`src/rtl/mul_pkg.sv`:
```
// mul_pkg: shared widths, iteration count and enums for the sequential
// RV32M multiplier (mul_seq).
package mul_pkg;

  localparam int XLEN  = 32;
  localparam int ITERS = 32;
  localparam int CNT_W = 6;

  typedef enum logic [1:0] {
    MUL    = 2'b00,
    MULH   = 2'b01,
    MULHSU = 2'b10,
    MULHU  = 2'b11
  } op_e;

  typedef enum logic [1:0] {
    IDLE = 2'b00,
    ITER = 2'b01,
    FIX  = 2'b10,
    DONE = 2'b11
  } state_e;

endpackage

```
`src/rtl/rca.sv`:
```
// rca: n-bit ripple-carry adder, no carry-in, sum only. The carry out of
// the top bit is reconstructed by the caller from the operand/sum MSBs.
module rca #(
  parameter int n = 32
) (
  input  logic [n-1:0] a,
  input  logic [n-1:0] b,
  output logic [n-1:0] sum
);

  // Bit-serial carry chain, one full adder per bit.
  always_comb begin
    logic cy;
    cy = 1'b0;
    for (int i = 0; i < n; i++) begin
      sum[i] = a[i] ^ b[i] ^ cy;
      cy     = (a[i] & b[i]) | (cy & (a[i] ^ b[i]));
    end
  end

endmodule

```
`src/rtl/mul_seq.sv`:
```
// mul_seq: sequential 32x32 shift-and-add multiplier for MUL/MULH/MULHSU/
// MULHU. Operands are reduced to magnitudes, multiplied unsigned over 32
// iterations of one shared adder, and the sign is restored in FIX.
// Optional feature macro: MUL_EARLY_EXIT_EN (skip iterations once the
// remaining multiplier bits are all zero).
import mul_pkg::*;

module mul_seq (
  input  logic            clk,
  input  logic            rst,
  input  logic            start,
  input  logic [1:0]      op,
  input  logic [XLEN-1:0] a,
  input  logic [XLEN-1:0] b,
  output logic            busy,
  output logic            done,
  output logic [XLEN-1:0] result
);

  state_e            state;
  op_e               op_q;
  logic [XLEN-1:0]   mcand;
  logic [XLEN-1:0]   acc_hi;
  logic [XLEN-1:0]   acc_lo;
  logic [CNT_W-1:0]  cnt;
  logic              neg;

  logic              sa;
  logic              sb;
  logic [XLEN-1:0]   addend;
  logic [XLEN-1:0]   sum;
  logic              carry;
  logic [2*XLEN-1:0] prod_raw;
  logic [2*XLEN-1:0] prod_fix;
  logic              last_iter;

  // Two's complement negation; -0x80000000 wraps to 0x80000000, which is
  // the correct unsigned magnitude.
  function automatic logic [XLEN-1:0] neg32(input logic [XLEN-1:0] x);
    logic signed [XLEN-1:0] s;
    s = x;
    return XLEN'(-s);
  endfunction

  function automatic logic [2*XLEN-1:0] neg64(input logic [2*XLEN-1:0] x);
    logic signed [2*XLEN-1:0] s;
    s = x;
    return (2*XLEN)'(-s);
  endfunction

  // Operand sign selection for the incoming request.
  always_comb begin
    sa = ((op_e'(op) == MULH) || (op_e'(op) == MULHSU)) && a[XLEN-1];
    sb = (op_e'(op) == MULH) && b[XLEN-1];
  end

  assign addend = acc_lo[0] ? mcand : '0;

  rca #(.n(XLEN)) u_rca (
    .a   (acc_hi),
    .b   (addend),
    .sum (sum)
  );

  // Adder carry-out rebuilt from the MSBs of both addends and the sum.
  assign carry = (acc_hi[XLEN-1] & addend[XLEN-1]) |
                 ((acc_hi[XLEN-1] ^ addend[XLEN-1]) & ~sum[XLEN-1]);

`ifdef MUL_EARLY_EXIT_EN
  logic [CNT_W-1:0] shamt;
  logic [XLEN-1:0]  rem_mask;
  logic [XLEN-1:0]  rem_bits;

  // Multiplier bits not yet consumed after this cycle's shift; once they
  // are all zero, the rest of the iterations would only shift.
  always_comb begin
    rem_mask  = 32'h7FFF_FFFF >> cnt;
    rem_bits  = {1'b0, acc_lo[XLEN-1:1]} & rem_mask;
    last_iter = (cnt == CNT_W'(ITERS - 1)) || (rem_bits == '0);
  end

  // Align a short product: the skipped shifts are applied in one step.
  always_comb begin
    shamt    = CNT_W'(ITERS) - cnt;
    prod_raw = {acc_hi, acc_lo} >> shamt;
  end
`else
  // Fixed iteration count: the product is already aligned in FIX.
  always_comb begin
    last_iter = (cnt == CNT_W'(ITERS - 1));
    prod_raw  = {acc_hi, acc_lo};
  end
`endif

  assign prod_fix = neg ? neg64(prod_raw) : prod_raw;

  // Controller FSM with shift register, counter and registered outputs.
  always_ff @(posedge clk) begin
    if (rst) begin
      state  <= IDLE;
      op_q   <= MUL;
      mcand  <= '0;
      acc_hi <= '0;
      acc_lo <= '0;
      cnt    <= '0;
      neg    <= 1'b0;
      busy   <= 1'b0;
      done   <= 1'b0;
      result <= '0;
    end else begin
      case (state)
        IDLE: begin
          done <= 1'b0;
          if (start) begin
            op_q   <= op_e'(op);
            mcand  <= sa ? neg32(a) : a;
            acc_lo <= sb ? neg32(b) : b;
            acc_hi <= '0;
            cnt    <= '0;
            neg    <= sa ^ sb;
            busy   <= 1'b1;
            state  <= ITER;
          end
        end
        ITER: begin
          {acc_hi, acc_lo} <= {carry, sum, acc_lo[XLEN-1:1]};
          cnt              <= cnt + 1'b1;
          if (last_iter) state <= FIX;
        end
        FIX: begin
          {acc_hi, acc_lo} <= prod_fix;
          result           <= (op_q == MUL) ? prod_fix[XLEN-1:0] : prod_fix[2*XLEN-1:XLEN];
          done             <= 1'b1;
          state            <= DONE;
        end
        DONE: begin
          done  <= 1'b0;
          busy  <= 1'b0;
          state <= IDLE;
        end
        default: state <= IDLE;
      endcase
    end
  end

endmodule

```
`config.mk`:
```
export PLATFORM = sky130hd
export DESIGN_NAME = mul_seq
export DESIGN_NICKNAME = d
export VERILOG_FILES = /design/src/rtl/mul_pkg.sv /design/src/rtl/rca.sv /design/src/rtl/mul_seq.sv
export SDC_FILE = /design/constraint.sdc
export NUM_CORES = 1
export LEC_CHECK = 0
export ABC_AREA = 0
export CAP_MARGIN = 10
export CORE_AREA = 2 2 181 139
export CTS_CLUSTER_SIZE = 24
export DETAILED_ROUTE_END_ITERATION = 8
export DIE_AREA = 0 0 183 141
export SYNTH_ARGS = -nofsm -noshare
export SYNTH_HDL_FRONTEND = slang
export SYNTH_SLANG_ARGS = --single-unit
```
`constraint.sdc`:
```
create_clock -name clk -period 14.7 [get_ports clk]
set_input_delay 1.47 -clock clk [delete_from_list [all_inputs] [get_ports clk]]
set_output_delay 1.47 -clock clk [all_outputs]
set_load 0.02 [all_outputs]
```
Word-level counts from Yosys, hierarchy flattened
Cells that the tools add are included.
{"block": "word_totals", "mem_bits_ro": 0, "in_bits": 69, "regBits": 141, "output_inout_bits": 34, "ramBits": 0, "mem_count": 0, "latchBits": 0, "word_cells": 213}
{"block": "classes", "mul": 0, "n_eq_ne": 8, "order_cmp": 0, "div": 0, "mux": 17, "reduce_logical": 15, "n_addsub": 4, "n_bitwise": 159, "shift": 0}
{"cell": "$mux W32", "n": 6}
{"cell": "$pmux W32 S3", "n": 2}
{"cell": "$mux W64", "n": 1}
{"cell": "$neg A32 Y32", "n": 2}
{"cell": "$neg A64 Y64", "n": 1}
{"cell": "$xor A1 B1 Y1", "n": 64}
{"cell": "$and A1 B1 Y1", "n": 63}
{"cell": "$or A1 B1 Y1", "n": 31}
{"cell": "$pmux W6 S2", "n": 1}
{"cell": "$reduce_and A2 Y1", "n": 5}
{"cell": "$pmux W2 S4", "n": 1}
{"cell": "$add A6 B1 Y6 const B", "n": 1}
{"cell": "$eq A2 B2 Y1 const B", "n": 3}
{"cell": "$eq A6 B5 Y1 const B", "n": 1}
{"cell": "$mux W6", "n": 1}
{"cell": "$reduce_bool A2 Y1", "n": 3}
{"cell": "$eq A2 B1 Y1 const B", "n": 2}
{"cell": "$logic_not A2 Y1", "n": 2}
{"cell": "$mux W2", "n": 2}
{"cell": "$ne A2 B2 Y1 const B", "n": 2}
{"cell": "$pmux W1 S2", "n": 2}
{"cell": "$reduce_bool A3 Y1", "n": 1}
{"cell": "$logic_and A1 B1 Y1", "n": 2}
{"cell": "$reduce_or A2 Y1", "n": 1}
{"cell": "other kinds (3)", "n": 3}

Logic depth before layout (Yosys ltp)
{"block": "depth", "word_depth": 67, "mapped_depth": 42, "depth_no_buf": 41}

Hierarchy
A second synthesis with hierarchy kept.
{"block": "hier_totals", "hier_cells": 1376, "hier_area_um2": 10752.8}
{"module": "mul_seq", "seq_area_each_um2": 2822.7, "area_per_inst_um2": 10097.2, "cells_per_inst": 1339, "n_inst": 1}
{"module": "rca", "seq_area_each_um2": 0.0, "area_per_inst_um2": 655.6, "cells_per_inst": 37, "n_inst": 1}

Worst setup path before layout
Ideal clock, no wire load.
{"block": "synth_path", "path_kind": "register to register", "startpoint": "reg acc_lo[0]", "endpoint": "reg acc_hi[30]", "arrival_ns": 12.508, "period_less_slack_ns": 12.634, "n_path_buf": 2, "stages_incl_launch_ff": 42, "setup_ns": 0.126, "setup_slack_ns": 2.066, "required_time_ns": 14.574, "cell_sequence": "dfxtp_1 > clkbuf_1 > clkbuf_1 > nand2_1 > fa_1 > fa_1 > fa_1 > fa_1 > fa_1 > fa_1 > fa_1 > fa_1 > fa_1 > fa_1 > fa_1 > fa_1 > fa_1 > fa_1 > [6 not listed] > fa_1 > fa_1 > fa_1 > fa_1 > fa_1 > inv_1 > fa_1 > fa_1 > inv_1 > fa_1 > fa_1 > inv_1 > fa_1 > inv_1 > fa_1 > nor2b_1 > a21oi_1 > a31oi_1"}
{"block": "synth_via", "elab_chain_len": 64, "word_cells_on_any_way": 127, "classes_between": "add/sub: 1; mux: 3; bitwise: 123"}
{"item": "start: declaration", "line_no": "mul_seq.sv:24", "rtl": "logic [XLEN-1:0] acc_lo;"}
{"item": "start signal: assignment", "line_no": "mul_seq.sv:117", "rtl": "acc_lo <= sb ? neg32(b) : b;"}
{"item": "start signal: assignment", "line_no": "mul_seq.sv:126", "rtl": "{acc_hi, acc_lo} <= {carry, sum, acc_lo[XLEN-1:1]};"}
{"item": "start signal: assignment", "line_no": "mul_seq.sv:131", "rtl": "{acc_hi, acc_lo} <= prod_fix;"}
{"item": "$mux W32", "line_no": "mul_seq.sv:57", "rtl": "assign addend = acc_lo[0] ? mcand : '0;"}
{"item": "$and A1 B1 Y1 or $xor A1 B1 Y1 (tied branches)", "line_no": "rca.sv:17", "rtl": "cy = (a[i] & b[i]) | (cy & (a[i] ^ b[i]));"}
{"item": "$and A1 B1 Y1", "line_no": "rca.sv:17"}
{"item": "$or A1 B1 Y1", "line_no": "rca.sv:17"}
{"item": "$and A1 B1 Y1", "line_no": "rca.sv:17"}
{"item": "$or A1 B1 Y1", "line_no": "rca.sv:17"}
{"item": "$and A1 B1 Y1", "line_no": "rca.sv:17"}
{"item": "$or A1 B1 Y1", "line_no": "rca.sv:17"}
{"item": "[48 not listed]"}
{"item": "$and A1 B1 Y1", "line_no": "rca.sv:17"}
{"item": "$or A1 B1 Y1", "line_no": "rca.sv:17"}
{"item": "$and A1 B1 Y1", "line_no": "rca.sv:17"}
{"item": "$or A1 B1 Y1", "line_no": "rca.sv:17"}
{"item": "$and A1 B1 Y1", "line_no": "rca.sv:17"}
{"item": "$or A1 B1 Y1", "line_no": "rca.sv:17"}
{"item": "$xor A1 B1 Y1", "line_no": "rca.sv:16", "rtl": "sum[i] = a[i] ^ b[i] ^ cy;"}
{"item": "$pmux W32 S3 *", "line_no": "mul_seq.sv:111", "rtl": "case (state)"}
{"item": "end signal: assignment", "line_no": "mul_seq.sv:126"}
{"item": "end signal: assignment", "line_no": "mul_seq.sv:131"}
{"item": "end: declaration", "line_no": "mul_seq.sv:23", "rtl": "logic [XLEN-1:0] acc_hi;"}
Every way passes the cells marked *; elsewhere a longest branch is shown, timed or not.
A chain may end at the register's enable or synchronous reset.

Final worst setup path
Ends and elaborated chain as after synthesis.

==> flow_summary.toml <==
[worst_setup_path]
r2r-start = "acc_lo[0]"
cp_num_buf_inv = 5
critPathMaxFanout = 37
crit_family = "adder cells"
crit_path_frequent_cell = "fa_1"
worstSetupPathType = "reg -> reg"
crit_path_start_kind = "register"
setup.worst_path.start = "acc_lo[0]"
r2r_cells = 40
crit_path_top_delay_cell = "fa_1"
ff2ff_setup_slack_ns = 1.55
endpoint_kind = "register"
cp.required_ns = 15.02
r2r_end = "acc_hi[30]"
cp_data_arrival_time_ns = 13.46
max_stage_delay_ns = 0.47

[clocking]
post_cts_buffers = 0
cts-resized-gates = 0
htreeDepth = 4
hold_buffers = 0
cts_buffers = 17
root_buffer = "clkbuf_16"
clk_pin_slew_ns = 0.06
cts_tree = "yes"
cts_sinks = 141
clock_path_buffers = 2
clk_latency_ns = 0.45

[hold_path]
hold_path_class = "reg -> reg"
min_delay_path_depth = 2
min_to = "mcand[26]"
min_from = "mcand[26]"

[yosys]
synth-edff-count = 0
syn-instance-count = 1405
ys_seq_area_share_pct = 26.52
yosysUniqueCellTypes = 72
synth-main-ff-cell = "dfxtp_1"
syn_area_um2 = 10650
async_flop_share_pct = 0
ys_ff_latch = 141
syn-mean-instance-area_um2 = 7.577
synth_nets = 1516
ys_warn_count = 0

[floorplanning]
start_util_pct = 43.86
die_w_um = 183
dieArea_um2 = 25800
rows = 50
fp.dieH_um = 141
core_area_um2 = 24270
ios = 103

[flow_run]
cap_violations = 0

[sta]
finClkSkew_ns = 0.01507
slew_headroom_pct = 19.61
rsz0062_at_grt = "false"
worst_slew_pin_slew_ns = 1.195
fmax_mhz = 76.07
period_share_pct = 89.43
hold_viol = 0
tns_ns = 0
setup_viol = 0
timing.final.max_slew_violations = 0
min_period_ns = 13.15

[finish]
final_util_pct = 51.06
drive_gt1_share_pct = 5.150
multi_input_area_um2 = 7152
fin_cells = 1749
antenna_cells = 0
final_nets = 1535
regArea_um2 = 2824
syn2layout_area_growth_pct = 16.42
fillers = 2416

[grt]
grt_start_max_net_pins = 89
grt_first_pass_wirelength_mm = 60.95
globalRouteTotalUtil_pct = 30.52
overflow = 0
grt_antenna_before_repair = 0
grt_pass1_vias = 10529

[run_status]
status = "completed"

[placed_design]
dpl.hpwl_mm = 28.34
gp_congestion = 0.9823
io_buffers = 102
dp.cells = 1716

[routing]
drc = 0
wl_mm = 39.30
ant_nets = 0
drt-wirelength-per-cell_um = 22.47
num_vias = 11326
drtIter0Drc = 1338
viasPerCell = 6.476
drtPass1Iterations = 6

[power]
power_mw = 2.270
vdd_drop_max_mv = 0.2765
p_leak_nw = 4.100
p_per_area_nw_per_um2 = 183.2
-- worst max path at each step --
stage	slack (ns)	end	cells past startpoint
6_report	1.55	acc_hi[30]	40
2_1_floorplan	2.07	acc_hi[30]	41
4_1_cts	1.62	acc_hi[30]	40
3_5_place_dp	1.71	acc_hi[30]	40
3_3_place_gp	1.74	acc_hi[30]	40
5_1_grt	1.03	acc_hi[30]	40
-- flip-flops by register name, summed over array words and instances, names as in the netlist --
register,flops
mcand,32
cnt,6
state,2
op_q,2
acc_hi,32
neg,1
done,1
busy,1
result,32
acc_lo,32
-- synth_stat cells, types with 30 or more instances --
| library cell | instances | area, µm² |
|---|---|---|
| a21oi_1 | 100 | 500.5 |
| a31oi_1 | 32 | 200.2 |
| clkbuf_1 | 105 | 394.1 |
| dfxtp_1 | 141 | 2823 |
| fa_1 | 31 | 620.6 |
| inv_1 | 56 | 210.2 |
| nand2_1 | 126 | 473.0 |
| nand3_1 | 37 | 185.2 |
| nor2_1 | 133 | 499.2 |
| nor3_1 | 47 | 235.2 |
| nor4_1 | 30 | 187.7 |
| o21ai_0 | 92 | 460.4 |
| xnor2_1 | 55 | 481.7 |
| xor2_1 | 42 | 367.9 |
-- logic make-up (layout without fill, tap and decap cells) --
family | count (synthesis) | count (layout) | synth area share (%)
compound gates | 442 | 442 | 28.02
xor+xnor | 97 | 97 | 7.981
fa+ha+maj | 42 | 42 | 7.123
buf+inv | 179 | 211 | 6.441
flops | 141 | 141 | 26.52
mux | 19 | 19 | 1.857
simple gates | 485 | 485 | 22.06
-- per-stage QoR --
step	worst slack (ns)	hold slack, ns	area [µm²]
6_report	1.554	0.4511	12390
5_1_grt	1.034	0.4836	12390
4_1_cts	1.620	0.4558	12390
3_5_place_dp	1.708	0.4429	11740
3_3_place_gp	1.741	0.4349	11740
2_1_floorplan	2.066	0.4167	10650
-- metal layers --
metal	global-route usage [%]	share of wire [%]	wire [µm]	vias up
met2	44.14	42	16370	611
li1	-	-	-	5240
met3	8.499	11	4339	81
met1	43.73	45	17580	5394
met4	9.853	2.6	1008	0
met5	0	0	0	-
-- worst register-to-register path, delay by kind of cell (launching register included) --
family                   cells  cell delay (ns)
adder cells (fa/ha/maj)     31            11.77
flip-flops                   1             0.32
AND/OR/NAND/NOR              2             0.17
buffers and inverters        5             0.60
AO/OA/AOI/OAI                2             0.19
-- layout make-up --
cell class                 instances  area share (%)
inverter                          57           1.726
sequential                       141           22.79
clock inverter                    10           1.494
timing repair buffer             122           9.389
multi-input combinational       1085           57.71
tap                              312           3.150
clock buffer                      22           3.746
-- power breakdown --
part           switching (mW)  internal, mW  leakage, nW
Clock                   0.182         0.310        0.315
Combinational           0.804         0.367         2.63
Sequential              0.133         0.473         1.15
-- cells in the final DEF (no fill, tap or decap), drive strengths merged, types with 7 or more instances in the layout --
master,instances
o21ai,94
fa,31
nand3,37
o221ai,16
a211oi,28
o31ai,21
inv,58
or4,21
a22oi,15
and2,11
o2111ai,8
buf,20
nor3,47
ha,11
o211ai,11
and3,12
a221oi,21
a31oi,32
mux2i,16
clkbuf,23
nor4,31
o41ai,15
nor2,133
dfxtp,141
nand2,126
a21oi,100
xnor2,55
xor2,42
o22ai,7
nand4,19
o32a,8
clkdlybuf4s50,101
or3,18
No activity file was read; power rests on OpenSTA's default activity.
